$ cat src/rtl/rsp_s2_dma_rd_ctrl.sv
// Burst scheduler for the stage-2 DMA read engine: walks frame/segment/word loops and emits
// one alen descriptor per burst. Optional burst statistics via RSP_S2_DMA_RD_CTRL_STAT_EN.
module rsp_s2_dma_rd_ctrl #(
  parameter int unsigned SLEN_BITS = 16,
  parameter int unsigned SNUM_BITS = 12,
  parameter int unsigned FNUM_BITS = 12,
  parameter int unsigned PB_BITS   = 16,
  parameter int unsigned MAX_BURST = 16
) (
  input  logic                 clk,
  input  logic                 rst_n,
  input  logic                 start,
  input  logic [SLEN_BITS-1:0] SLEN,
  input  logic [SNUM_BITS-1:0] SNUM,
  input  logic [FNUM_BITS-1:0] FNUM,
  input  logic [PB_BITS-1:0]   PBURSTS,
  output logic                 update,
  output logic                 resume,
  input  logic                 pcnt_finish,
  input  logic                 ccnt_finish,
  output logic                 alen_fifo_push,
  input  logic                 alen_fifo_full,
  output logic [11:0]          alen_fifo_din,
  output logic                 busy,
  output logic                 done
`ifdef RSP_S2_DMA_RD_CTRL_STAT_EN
  ,
  output logic [15:0]          stat_bursts
`endif
);

  localparam logic [SLEN_BITS-1:0] MaxBurst = SLEN_BITS'(MAX_BURST);

  typedef enum logic [2:0] {StIdle, StUpd, StGen, StPwait, StCwait} state_e;

  state_e               state_q;
  logic [SLEN_BITS-1:0] slen_q, rem_q;
  logic [SNUM_BITS-1:0] snum_q, seg_q;
  logic [FNUM_BITS-1:0] fnum_q, frm_q;
  logic [PB_BITS-1:0]   pb_q, pcnt_q;

  logic                 s_last, f_last, c_last, p_hit, p_last;
  logic [SLEN_BITS-1:0] blen;
  logic                 cfg_zero;

  // Descriptor for the burst at the current loop position; bounds compared before increment.
  always_comb begin
    s_last   = (rem_q <= MaxBurst);
    blen     = s_last ? rem_q : MaxBurst;
    f_last   = s_last && (seg_q == snum_q - SNUM_BITS'(1));
    c_last   = f_last && (frm_q == fnum_q - FNUM_BITS'(1));
    p_hit    = (pb_q != '0) && (pcnt_q == pb_q - PB_BITS'(1));
    p_last   = p_hit && !c_last;
    cfg_zero = (SLEN == '0) || (SNUM == '0) || (FNUM == '0);
  end

  always_ff @(posedge clk or negedge rst_n) begin
    if (!rst_n) begin
      state_q        <= StIdle;
      slen_q         <= '0;
      rem_q          <= '0;
      snum_q         <= '0;
      seg_q          <= '0;
      fnum_q         <= '0;
      frm_q          <= '0;
      pb_q           <= '0;
      pcnt_q         <= '0;
      update         <= 1'b0;
      resume         <= 1'b0;
      alen_fifo_push <= 1'b0;
      alen_fifo_din  <= '0;
      busy           <= 1'b0;
      done           <= 1'b0;
`ifdef RSP_S2_DMA_RD_CTRL_STAT_EN
      stat_bursts    <= '0;
`endif
    end else begin
      update         <= 1'b0;
      resume         <= 1'b0;
      alen_fifo_push <= 1'b0;
      done           <= 1'b0;
      unique case (state_q)
        StIdle: begin
          if (start) begin
            if (cfg_zero) begin
              done <= 1'b1;
            end else begin
              slen_q  <= SLEN;
              snum_q  <= SNUM;
              fnum_q  <= FNUM;
              pb_q    <= PBURSTS;
              rem_q   <= SLEN;
              seg_q   <= '0;
              frm_q   <= '0;
              pcnt_q  <= '0;
              update  <= 1'b1;
              busy    <= 1'b1;
              state_q <= StUpd;
`ifdef RSP_S2_DMA_RD_CTRL_STAT_EN
              stat_bursts <= '0;
`endif
            end
          end
        end
        // The update cycle already decides the first push so it lands one cycle later.
        StUpd, StGen: begin
          state_q <= StGen;
          if (!alen_fifo_full) begin
            alen_fifo_push <= 1'b1;
            alen_fifo_din  <= {s_last, p_last, f_last, c_last, 8'(blen - SLEN_BITS'(1))};
`ifdef RSP_S2_DMA_RD_CTRL_STAT_EN
            if (stat_bursts != 16'hFFFF) stat_bursts <= stat_bursts + 16'd1;
`endif
            if (s_last) begin
              rem_q <= slen_q;
              if (f_last) begin
                seg_q <= '0;
                if (!c_last) frm_q <= frm_q + FNUM_BITS'(1);
              end else begin
                seg_q <= seg_q + SNUM_BITS'(1);
              end
            end else begin
              rem_q <= rem_q - MaxBurst;
            end
            if (pb_q == '0 || p_hit) pcnt_q <= '0;
            else                     pcnt_q <= pcnt_q + PB_BITS'(1);
            if (c_last)      state_q <= StCwait;
            else if (p_last) state_q <= StPwait;
          end
        end
        StPwait: begin
          if (pcnt_finish) begin
            resume  <= 1'b1;
            state_q <= StGen;
          end
        end
        StCwait: begin
          if (ccnt_finish) begin
            done    <= 1'b1;
            busy    <= 1'b0;
            state_q <= StIdle;
          end
        end
        default: state_q <= StIdle;
      endcase
    end
  end

endmodule

$ cat config.mk
export PLATFORM = sky130hd
export DESIGN_NAME = rsp_s2_dma_rd_ctrl
export DESIGN_NICKNAME = d
export VERILOG_FILES = /design/src/rtl/rsp_s2_dma_rd_ctrl.sv
export SDC_FILE = /design/constraint.sdc
export NUM_CORES = 1
export LEC_CHECK = 0
export CAP_MARGIN = 20
export CORE_MARGIN = 4
export CORE_UTILIZATION = 62
export CTS_CLUSTER_DIAMETER = 200
export DETAILED_ROUTE_END_ITERATION = 8
export GPL_TIMING_DRIVEN = 0
export PLACE_DENSITY = 0.84
export RECOVER_POWER = 25
export SLEW_MARGIN = 10
export SYNTH_ARGS = -nofsm -noshare
export SYNTH_HDL_FRONTEND = slang
export SYNTH_SLANG_ARGS = --single-unit
$ cat constraint.sdc
create_clock -name clk -period 6.4 [get_ports clk]
set_input_delay 1.28 -clock clk [delete_from_list [all_inputs] [get_ports clk]]
set_output_delay 1.28 -clock clk [all_outputs]
set_load 0.05 [all_outputs]
==> impl_results.md <==
- PortBufs: 78
- Final nets: 986
- Failing checks: max-capacitance violations, max-slew violations
- DR vias: 6899
- Die H: 119 um
- Clock slew at reported path FFs: 0.06 ns
- Seq/Total Area, Yosys: 0.435
- Yosys cell types: 63
- Postcts setup bufs: 0
- CP Cell Sequence: clkbuf_1
- Initial antenna violation count: 0
- Initial Utilization: 0.632
- Io pins: 79
- Final Skew: 0.00804 ns
- Top FF cell, synth: dfrtp_1
- CTS Root Cell: clkbuf_16
- Final min period: 4.21 ns
- Slew @ Worst Pin: 3.70 ns
- CP required: 6.08 ns
- Vias per inst: 6.42
- Clock Tree Buf Depth: 2
- Most numerous cell in the Yosys netlist: dfrtp_1
- Leading cell types by count after synthesis: dfrtp_1, nand2_1, nor2_1
- Synth area leaders: dfrtp_1, mux2_2, xnor2_1, nand2_1, o21ai_0
- Drt pass-1 iters: 6
- YS warnings: 0
- Site Rows: 40
- Worst stage delay on the critical path: 2.55 ns
- Gr ovfl total: 0
- Largest area contributor in the netlist: dfrtp_1
- Clock Latency Late Sink: 0.42 ns
- DRC: 0
- Maximum vdd drop: 0.000269 V
- Max-cap violations: 1
- Top cell type's share of synthesized area: 0.435
- Die Area: 14100 um2
- Worst Hold Class: flip-flop to flip-flop
- Worst Slack Setup Final: 2.19 ns
- Static leakage: 3.73 nW
- H-tree Lvls: 4
- Post-cts resize count: 0
- Largest net degree at the start of global routing: 68
- Top delay family on crit path: buffers and inverters
- Core box area: 12000 um2
- Area grow syn2layout: 21.8%
- Post-Syn Instances: 815
- Hold Violations, Final: 0
- Synthesized area: 7590 um2
- Worst-path maximum fanout: 67
- CTS Hold Bufs: 0
- GP Congestion: 0.862
- CTS tree: built
- GRT Overall Usage: 0.290
- Vias in the first global route: 6849
- Post-synthesis register bit count: 132
- Buf/Inv on CP: 1
- Die Width: 119 um
- Worst Setup End Kind: asynchronous set/reset pin
- Final Max Tran Viols: 67
- Total CTS buffers: 17
- Synthesized area per cell: 9.31 um2
- Syn nets: 887
- Unrepaired setup endpoints after global routing: false
- Async SR Flop Fraction: 1.00
- Pwr Total: 3.70 mW
- Post-synth EDFFs: 0
- First-pass GRT wire length: 33.2 mm
- Outcome: finished, violations left
- Share of cells above drive strength 1: 0.104
- Slew headroom: -1.46
- Critical path arrival: 3.89 ns
- Setup Crit Path Kind: input port to asynchronous set/reset pin
- Post-DP HPWL: 14.3 mm
- Total Wirelength: 19.9 mm
- DRT iter0 DRCs: 821
- Crit start category: input port
- Final setup violating endpoints: 0
- Fin crit share: 0.658
- Avg WL per Cell: 18.5 um
- # diodes: 0
- Power per cell area: 401 nW/um2
- Max Fclk: 238 MHz
- Slowest stage cell on the critical path: clkbuf_1
- Sink Count: 132
- Pre-CTS setup slack: 1.89 ns
- Final ANT Viol Nets: 0
placed cells by master, fill, tap and decap left out, types with 9 or more instances in the layout:
cell / n
a211oi_1: 11
a21oi_1: 28
a22o_1: 10
a31oi_1: 14
and3_1: 13
clkbuf_1: 33
clkbuf_16: 17
clkdlybuf4s50_1: 76
dfrtp_1: 132
ha_1: 10
inv_1: 20
mux2_2: 47
nand2_1: 81
nand3_1: 37
nand4_1: 13
nor2_1: 66
nor2b_1: 13
nor3_1: 29
nor4_1: 19
o21ai_0: 55
o31ai_1: 19
or3_1: 12
or4_1: 9
xnor2_1: 43
xor2_1: 16
final timing paths:
check | startpoint | endpoint | slack, ns | cells past startpoint
worst max-delay path | rst_n | pcnt_q[13] | 2.19 | 1
worst min-delay path | alen_fifo_din[10] | alen_fifo_din[10] | 0.49 | 2
worst max register to register | snum_q[2] | frm_q[9] | 2.52 | 10
worst min register to register | alen_fifo_din[10] | alen_fifo_din[10] | 0.49 | 2
max in group clk | SLEN[12] | pcnt_q[0] | 2.29 | 11
min in group asynchronous | rst_n | fnum_q[6] | 2.12 | 1
registers in the layout, indices dropped and copies added, names as in the netlist:
name,cells
frm_q,12
rem_q,16
state_q,3
busy,1
pcnt_q,16
alen_fifo_din,12
fnum_q,12
done,1
resume,1
snum_q,12
slen_q,16
update,1
seg_q,12
alen_fifo_push,1
pb_q,16
cells by family (layout without fill, tap and decap cells):
kind of cell	after synthesis	count (layout)	share of synthesized area
buffers and inverters	58	170	0.0299
adder cells (fa/ha/maj)	10	10	0.0165
AND/OR/NAND/NOR	326	326	0.218
multiplexers	50	50	0.0737
AO/OA/AOI/OAI	180	180	0.159
XOR/XNOR	59	59	0.0681
flip-flops	132	132	0.435
where the power goes:
part	switching [mW]	internal, mW
Combinational	0.624	0.566
Clock	0.369	0.730
Sequential	0.319	1.10
cell type report:
| class | count | area (um2) |
|---|---|---|
| buffer | 37 | 148 |
| clock buffer | 19 | 433 |
| clock inverter | 13 | 231 |
| fill | 866 | 2770 |
| inverter | 21 | 78.8 |
| multi-input combinational | 625 | 4060 |
| sequential | 132 | 3300 |
| tap | 147 | 184 |
| timing repair buffer | 80 | 807 |
routing by layer:
metal / global-route usage / wire [um] / vias up
met3: 0.0684 / 1340 / 52
met2: 0.483 / 9950 / 275
met1: 0.370 / 8180 / 3386
li1: - / - / 3186
met5: 0 / 0 / -
met4: 0.101 / 429 / 0
metrics by stage:
step / instances / TNS [ns] / hold slack, ns / area [um2] / utilization
6_report: 1074 / 0 / 0.488 / 9240 / 0.769
5_1_grt: 1074 / 0 / 0.524 / 9240 / 0.769
4_1_cts: 1074 / 0 / 0.490 / 9250 / 0.770
3_5_place_dp: 1042 / 0 / 0.478 / 8580 / 0.715
3_3_place_gp: 1040 / -127.49 / 0.457 / 8550 / 0.712
2_1_floorplan: 815 / 0 / 0.445 / 7590 / -
Power figures use the tool's default switching activity.
